===== src/rtl/aes_pkg.sv =====
// Shared AES types for the round datapath: block width, state type, key mixing,
// and the occupancy encoding of the two-entry output buffer.
package aes_pkg;

    localparam int AES_BLOCK_W = 128;

    typedef logic [AES_BLOCK_W-1:0] state_t;

    // Occupancy of the output buffer; FULL means both output and skid entries are held.
    typedef enum logic [1:0] {
        OCC_EMPTY = 2'd0,
        OCC_ONE   = 2'd1,
        OCC_FULL  = 2'd2
    } occ_e;

    function automatic state_t add_key(input state_t s, input state_t k);
        return s ^ k;
    endfunction

endpackage


===== src/rtl/add_round_key_if.sv =====
// Bus bundle for add_round_key: keyed-state input, round key controls,
// combinational tap, registered output stream and buffer occupancy for debug.
interface add_round_key_if;
    import aes_pkg::*;

    // Valid/ready: a transfer happens on a rising edge where valid and ready are both 1.
    // The producer holds data while valid=1 and ready=0; ready never depends on valid.
    state_t in_state;
    state_t in_key;
    logic   in_valid;
    logic   in_ready;
    logic   key_load;
    logic   key_use_stored;
    state_t comb_out;
    state_t out_state;
    logic   out_valid;
    logic   out_ready;
    occ_e   occ_state;

    modport master (
        output in_state, in_key, in_valid, key_load, key_use_stored, out_ready,
        input  in_ready, comb_out, out_state, out_valid, occ_state
    );

    modport slave (
        input  in_state, in_key, in_valid, key_load, key_use_stored, out_ready,
        output in_ready, comb_out, out_state, out_valid, occ_state
    );

endinterface


===== src/rtl/aes_skid_buffer.sv =====
// Two-entry valid/ready buffer (output register plus skid register) with
// in_ready decoded purely from registered occupancy.
module aes_skid_buffer
    import aes_pkg::*;
#(
    parameter int W = AES_BLOCK_W
) (
    input  logic         clk,
    input  logic         reset,
    input  logic [W-1:0] in_data,
    input  logic         in_valid,
    output logic         in_ready,
    output logic [W-1:0] out_data,
    output logic         out_valid,
    input  logic         out_ready,
    output occ_e         occ_state
);

    occ_e         state_q, state_d;
    logic [W-1:0] out_q, out_d;
    logic [W-1:0] skid_q, skid_d;
    logic         in_fire, out_fire;

    assign in_ready  = (state_q != OCC_FULL);
    assign out_valid = (state_q != OCC_EMPTY);
    assign out_data  = out_q;
    assign occ_state = state_q;

    assign in_fire  = in_valid && in_ready;
    assign out_fire = out_valid && out_ready;

    always_ff @(posedge clk or posedge reset) begin
        if (reset) begin
            state_q <= OCC_EMPTY;
            out_q   <= '0;
            skid_q  <= '0;
        end else begin
            state_q <= state_d;
            out_q   <= out_d;
            skid_q  <= skid_d;
        end
    end

    always_comb begin
        state_d = state_q;
        out_d   = out_q;
        skid_d  = skid_q;
        case (state_q)
            OCC_EMPTY: begin
                if (in_fire) begin
                    state_d = OCC_ONE;
                    out_d   = in_data;
                end
            end
            OCC_ONE: begin
                if (in_fire && out_fire) begin
                    out_d = in_data;
                end else if (in_fire) begin
                    // Consumer stalled: park the new entry behind the held output.
                    state_d = OCC_FULL;
                    skid_d  = in_data;
                end else if (out_fire) begin
                    state_d = OCC_EMPTY;
                end
            end
            OCC_FULL: begin
                if (out_fire) begin
                    state_d = OCC_ONE;
                    out_d   = skid_q;
                    skid_d  = '0;
                end
            end
            default: begin
                state_d = OCC_EMPTY;
            end
        endcase
    end

endmodule


===== src/rtl/add_round_key.sv =====
// AES AddRoundKey stage: XORs the state with either the incoming or a stored
// round key and forwards the result through a two-entry output buffer.
module add_round_key
    import aes_pkg::*;
(
    input  logic           clk,
    input  logic           reset,
    add_round_key_if.slave bus
);

    state_t stored_key;
    state_t sel_key;

    // A load in the same cycle as a stored-key XOR still uses the old key.
    always_ff @(posedge clk or posedge reset) begin
        if (reset) begin
            stored_key <= '0;
        end else if (bus.key_load) begin
            stored_key <= bus.in_key;
        end
    end

    assign sel_key      = bus.key_use_stored ? stored_key : bus.in_key;
    assign bus.comb_out = add_key(bus.in_state, sel_key);

    aes_skid_buffer #(
        .W (AES_BLOCK_W)
    ) u_buf (
        .clk       (clk),
        .reset     (reset),
        .in_data   (bus.comb_out),
        .in_valid  (bus.in_valid),
        .in_ready  (bus.in_ready),
        .out_data  (bus.out_state),
        .out_valid (bus.out_valid),
        .out_ready (bus.out_ready),
        .occ_state (bus.occ_state)
    );

endmodule


===== src/flat_wrapper.sv =====
// flat-port wrapper written by rule: the top's interface ports become plain ports
module add_round_key_flat import aes_pkg::*;
  (clk, reset, bus_in_state, bus_in_key, bus_in_valid, bus_key_load, bus_key_use_stored, bus_out_ready, bus_in_ready, bus_comb_out, bus_out_state, bus_out_valid, bus_occ_state);
  add_round_key_if bus_i ();
  input  logic clk;
  input  logic reset;
  input wire logic [$bits(bus_i.in_state)-1:0] bus_in_state;
  input wire logic [$bits(bus_i.in_key)-1:0] bus_in_key;
  input wire logic [$bits(bus_i.in_valid)-1:0] bus_in_valid;
  input wire logic [$bits(bus_i.key_load)-1:0] bus_key_load;
  input wire logic [$bits(bus_i.key_use_stored)-1:0] bus_key_use_stored;
  input wire logic [$bits(bus_i.out_ready)-1:0] bus_out_ready;
  output wire logic [$bits(bus_i.in_ready)-1:0] bus_in_ready;
  output wire logic [$bits(bus_i.comb_out)-1:0] bus_comb_out;
  output wire logic [$bits(bus_i.out_state)-1:0] bus_out_state;
  output wire logic [$bits(bus_i.out_valid)-1:0] bus_out_valid;
  output wire logic [$bits(bus_i.occ_state)-1:0] bus_occ_state;
  assign bus_i.in_state = bus_in_state;
  assign bus_i.in_key = bus_in_key;
  assign bus_i.in_valid = bus_in_valid;
  assign bus_i.key_load = bus_key_load;
  assign bus_i.key_use_stored = bus_key_use_stored;
  assign bus_i.out_ready = bus_out_ready;
  assign bus_in_ready = bus_i.in_ready;
  assign bus_comb_out = bus_i.comb_out;
  assign bus_out_state = bus_i.out_state;
  assign bus_out_valid = bus_i.out_valid;
  assign bus_occ_state = bus_i.occ_state;
  add_round_key u_core (.clk(clk), .reset(reset), .bus(bus_i));
endmodule

===== config.mk =====
export PLATFORM = sky130hd
export DESIGN_NAME = add_round_key_flat
export DESIGN_NICKNAME = d
export VERILOG_FILES = /design/src/rtl/aes_pkg.sv /design/src/rtl/add_round_key_if.sv /design/src/rtl/aes_skid_buffer.sv /design/src/rtl/add_round_key.sv /design/src/flat_wrapper.sv
export SDC_FILE = /design/constraint.sdc
export NUM_CORES = 1
export LEC_CHECK = 0
export BUFFER_PORTS_ARGS = -buffer_cell sky130_fd_sc_hd__buf_2
export CAP_MARGIN = 10
export CORE_MARGIN = 2
export CORE_UTILIZATION = 35
export DETAILED_ROUTE_END_ITERATION = 10
export PLACE_DENSITY = 0.65
export SETUP_SLACK_MARGIN = 0.15
export SYNTH_ARGS = -nofsm -noshare
export SYNTH_HDL_FRONTEND = slang
export SYNTH_SLANG_ARGS = --single-unit

===== constraint.sdc =====
create_clock -name clk -period 11.8 [get_ports clk]
set_clock_uncertainty 0.1 [all_clocks]
set_input_delay 0 -clock clk [delete_from_list [all_inputs] [get_ports clk]]
set_output_delay 0 -clock clk [all_outputs]
set_load 0.005 [all_outputs]

==> run metrics <==
EDFF count, synth 0; design area 28400 um^2; CP Cell Sequence and2b_4 > buf_4 > mux2i_1 > dlygate4sd3_1 > o21ai_0 > dlygate4sd3_1; CP dominant cell by count dlygate4sd3_1; DP Area 23900 um^2; die height 249 um; worst-margin pin slew 1.28 ns; CTS buffer count 47; min setup slack post-route 7.97 ns; Congestion Overflow GR 0; Placer Congestion 0.847; initial core utilization 35.5%; min-delay worst type in2reg; synth unique cells 31; Synth top cells by count dfrtp_1, inv_1, mux2_2, mux2i_1; flip-flop and latch count after synthesis 386; Final nets 2830; Ys Warns 0; crit end category register; crit-path max FO 67; CTS Sinks 386; Setup Buffers After CTS 0; CTS clk-pin slew, worst paths 0.07 ns; slowest CP cell buf_4; total power 4.92 mW; first-pass GRT wire length 113000 um; area delta synth->final 34.9%; Post-Syn Instances 1852; Fillers 5274; largest net degree at the start of global routing 154; period utilisation layout 32.5%; final std cells w/o fill 3378; Clk Latency, worst-skew pair 0.58 ns; die width 249 um; Hold-fix buffers, CTS 297; placed instance count 2995; Max-Cap Viols 0; top cells by area, synth dfrtp_1, mux2_2, a32oi_2; CTS tree done; sequential share of the synthesized area 45.9%; slack of the worst reg-to-reg path 7.97 ns; overall die area 62100 um^2; Final min period 3.83 ns; via count 18700; Max Root-Sink Buffers 3; Worst Path Arrival 4.25 ns; Worst setup startpoint u_core.u_buf.occ_state[0]; Max VDD drop 120 uV; FF-to-FF Start u_core.u_buf.occ_state[0]; share of the synthesized area in the top cell type 45.9%; post-synthesis average cell area 11.4 um^2; Cell Rows 89; count leader, synth dfrtp_1; final hold vios 0; Post-DRT Antenna Nets 0; final max-slew violation count 0; initial antenna violation count 6; RR Endpoint u_core.u_buf.occ_state[0]; layout cells sized above 1 33.2%; core footprint 59200 um^2; DP HPWL 43900 um; vias in the first global route 19900; max frequency 0.261 GHz; Total GRT Usage 22.5%; Rel. slew slack 14.6%; Syn Nets 2114; residual DRC count 0; Vias/cell 5.54; Port Buf Inserts 521; leakage 13.0 nW; wire per inst 21.3 um; ys async rst share 100%; Pre-antenna DRT Iters 7; Top FF cell, synth dfrtp_1; end of the critical path u_core.u_buf.occ_state[0]; H-tree depth 2; Post-Syn Area 21000 um^2; IO Pins 522; leading area contributor after synthesis dfrtp_1; CTS root buf clkbuf_16; RSZ-0062 raised after global routing false; CP startpoint kind register; Slowest Stage Delay on Critical Path 0.84 ns; worst path required time 12.22 ns; PwrDens 173 nW/um^2; # setup viols final 0; Initial DRC Count 1245; pre-CTS setup slack 8.08 ns; final WL 71900 um; setup tns final 0 ns; R2R cell count 6; CTS resizes 0; crit path kind reg2reg; status complete, no violations
registers in the layout, summed over array words and instances (netlist names):
name / flops
u_core.stored_key: 128
u_core.u_buf.occ_state: 2
u_core.u_buf.out_data: 128
u_core.u_buf.skid_q: 128
where the power goes:
part | internal [mW] | total (mW) | switching, mW
Clock | 0.873 | 1.46 | 0.583
Sequential | 1.71 | 1.93 | 0.218
Combinational | 0.762 | 1.53 | 0.772
cell type report:
cell class                 count  area, um^2  area share, %
antenna                        4        10.0         0.0353
clock buffer                  70        1430           5.02
clock inverter                12         115          0.406
inverter                     132         510           1.80
multi-input combinational   1166        9950           35.1
sequential                   386        9660           34.0
tap                          773         967           3.41
timing repair buffer         835        5740           20.2
placed cells by master (no fill, tap or decap), drive strengths merged, types with 2 or more instances in the layout:
master / Yosys / layout
clkinv: 0 / 8
inv: 132 / 132
or3: 128 / 128
mux2: 129 / 129
nand3: 128 / 128
o21ai: 2 / 2
and3: 128 / 128
clkbuf: 71 / 71
clkinvlp: 0 / 2
diode: 0 / 4
mux2i: 129 / 129
buf: 97 / 537
a31o: 128 / 128
xnor2: 128 / 128
dlygate4sd3: 0 / 297
bufinv: 0 / 2
a32oi: 128 / 128
o22ai: 128 / 128
nand2: 2 / 2
dfrtp: 386 / 386
worst min path at each step:
stage,startpoint,end,depth (start not counted)
detailed placement,reset,u_core.u_buf.out_data[68],2
floorplan,bus_in_state[127],bus_comb_out[127],1
global placement,reset,u_core.u_buf.out_data[68],2
CTS,bus_key_load,u_core.stored_key[116],2
global route,bus_key_load,u_core.stored_key[94],2
finish,bus_key_load,u_core.stored_key[116],2
worst max-delay path: cells and delay by family, from the launching register on:
kind | cells | cell delay [ns]
compound gates | 1 | 0.12
buf+inv | 3 | 2.00
flops | 1 | 0.53
mux | 1 | 0.13
simple gates | 1 | 0.79
routing by layer:
layer,share of wire [%],vias to the layer above,GRT usage (%)
met1,41,9385,28.4
met3,5.9,192,4.33
li1,-,8371,-
met4,4.2,8,9.98
met5,0.075,-,0
met2,48,767,37.4
kinds of logic after synthesis:
kind of cell	count (synthesis)	synth area share (%)
XOR/XNOR	128	5.33
buffers and inverters	300	7.00
AND/OR/NAND/NOR	393	11.0
multiplexers	258	13.0
flip-flops	386	45.9
AO/OA/AOI/OAI	387	17.7
metrics by stage:
step,hold slack [ns],util (%)
finish,0.0341,47.9
global route,0.0283,47.9
CTS,0.000549,47.9
detailed placement,0.120,40.3
global placement,0.108,40.3
floorplan,-0.0276,-
Power figures use the tool's default switching activity.
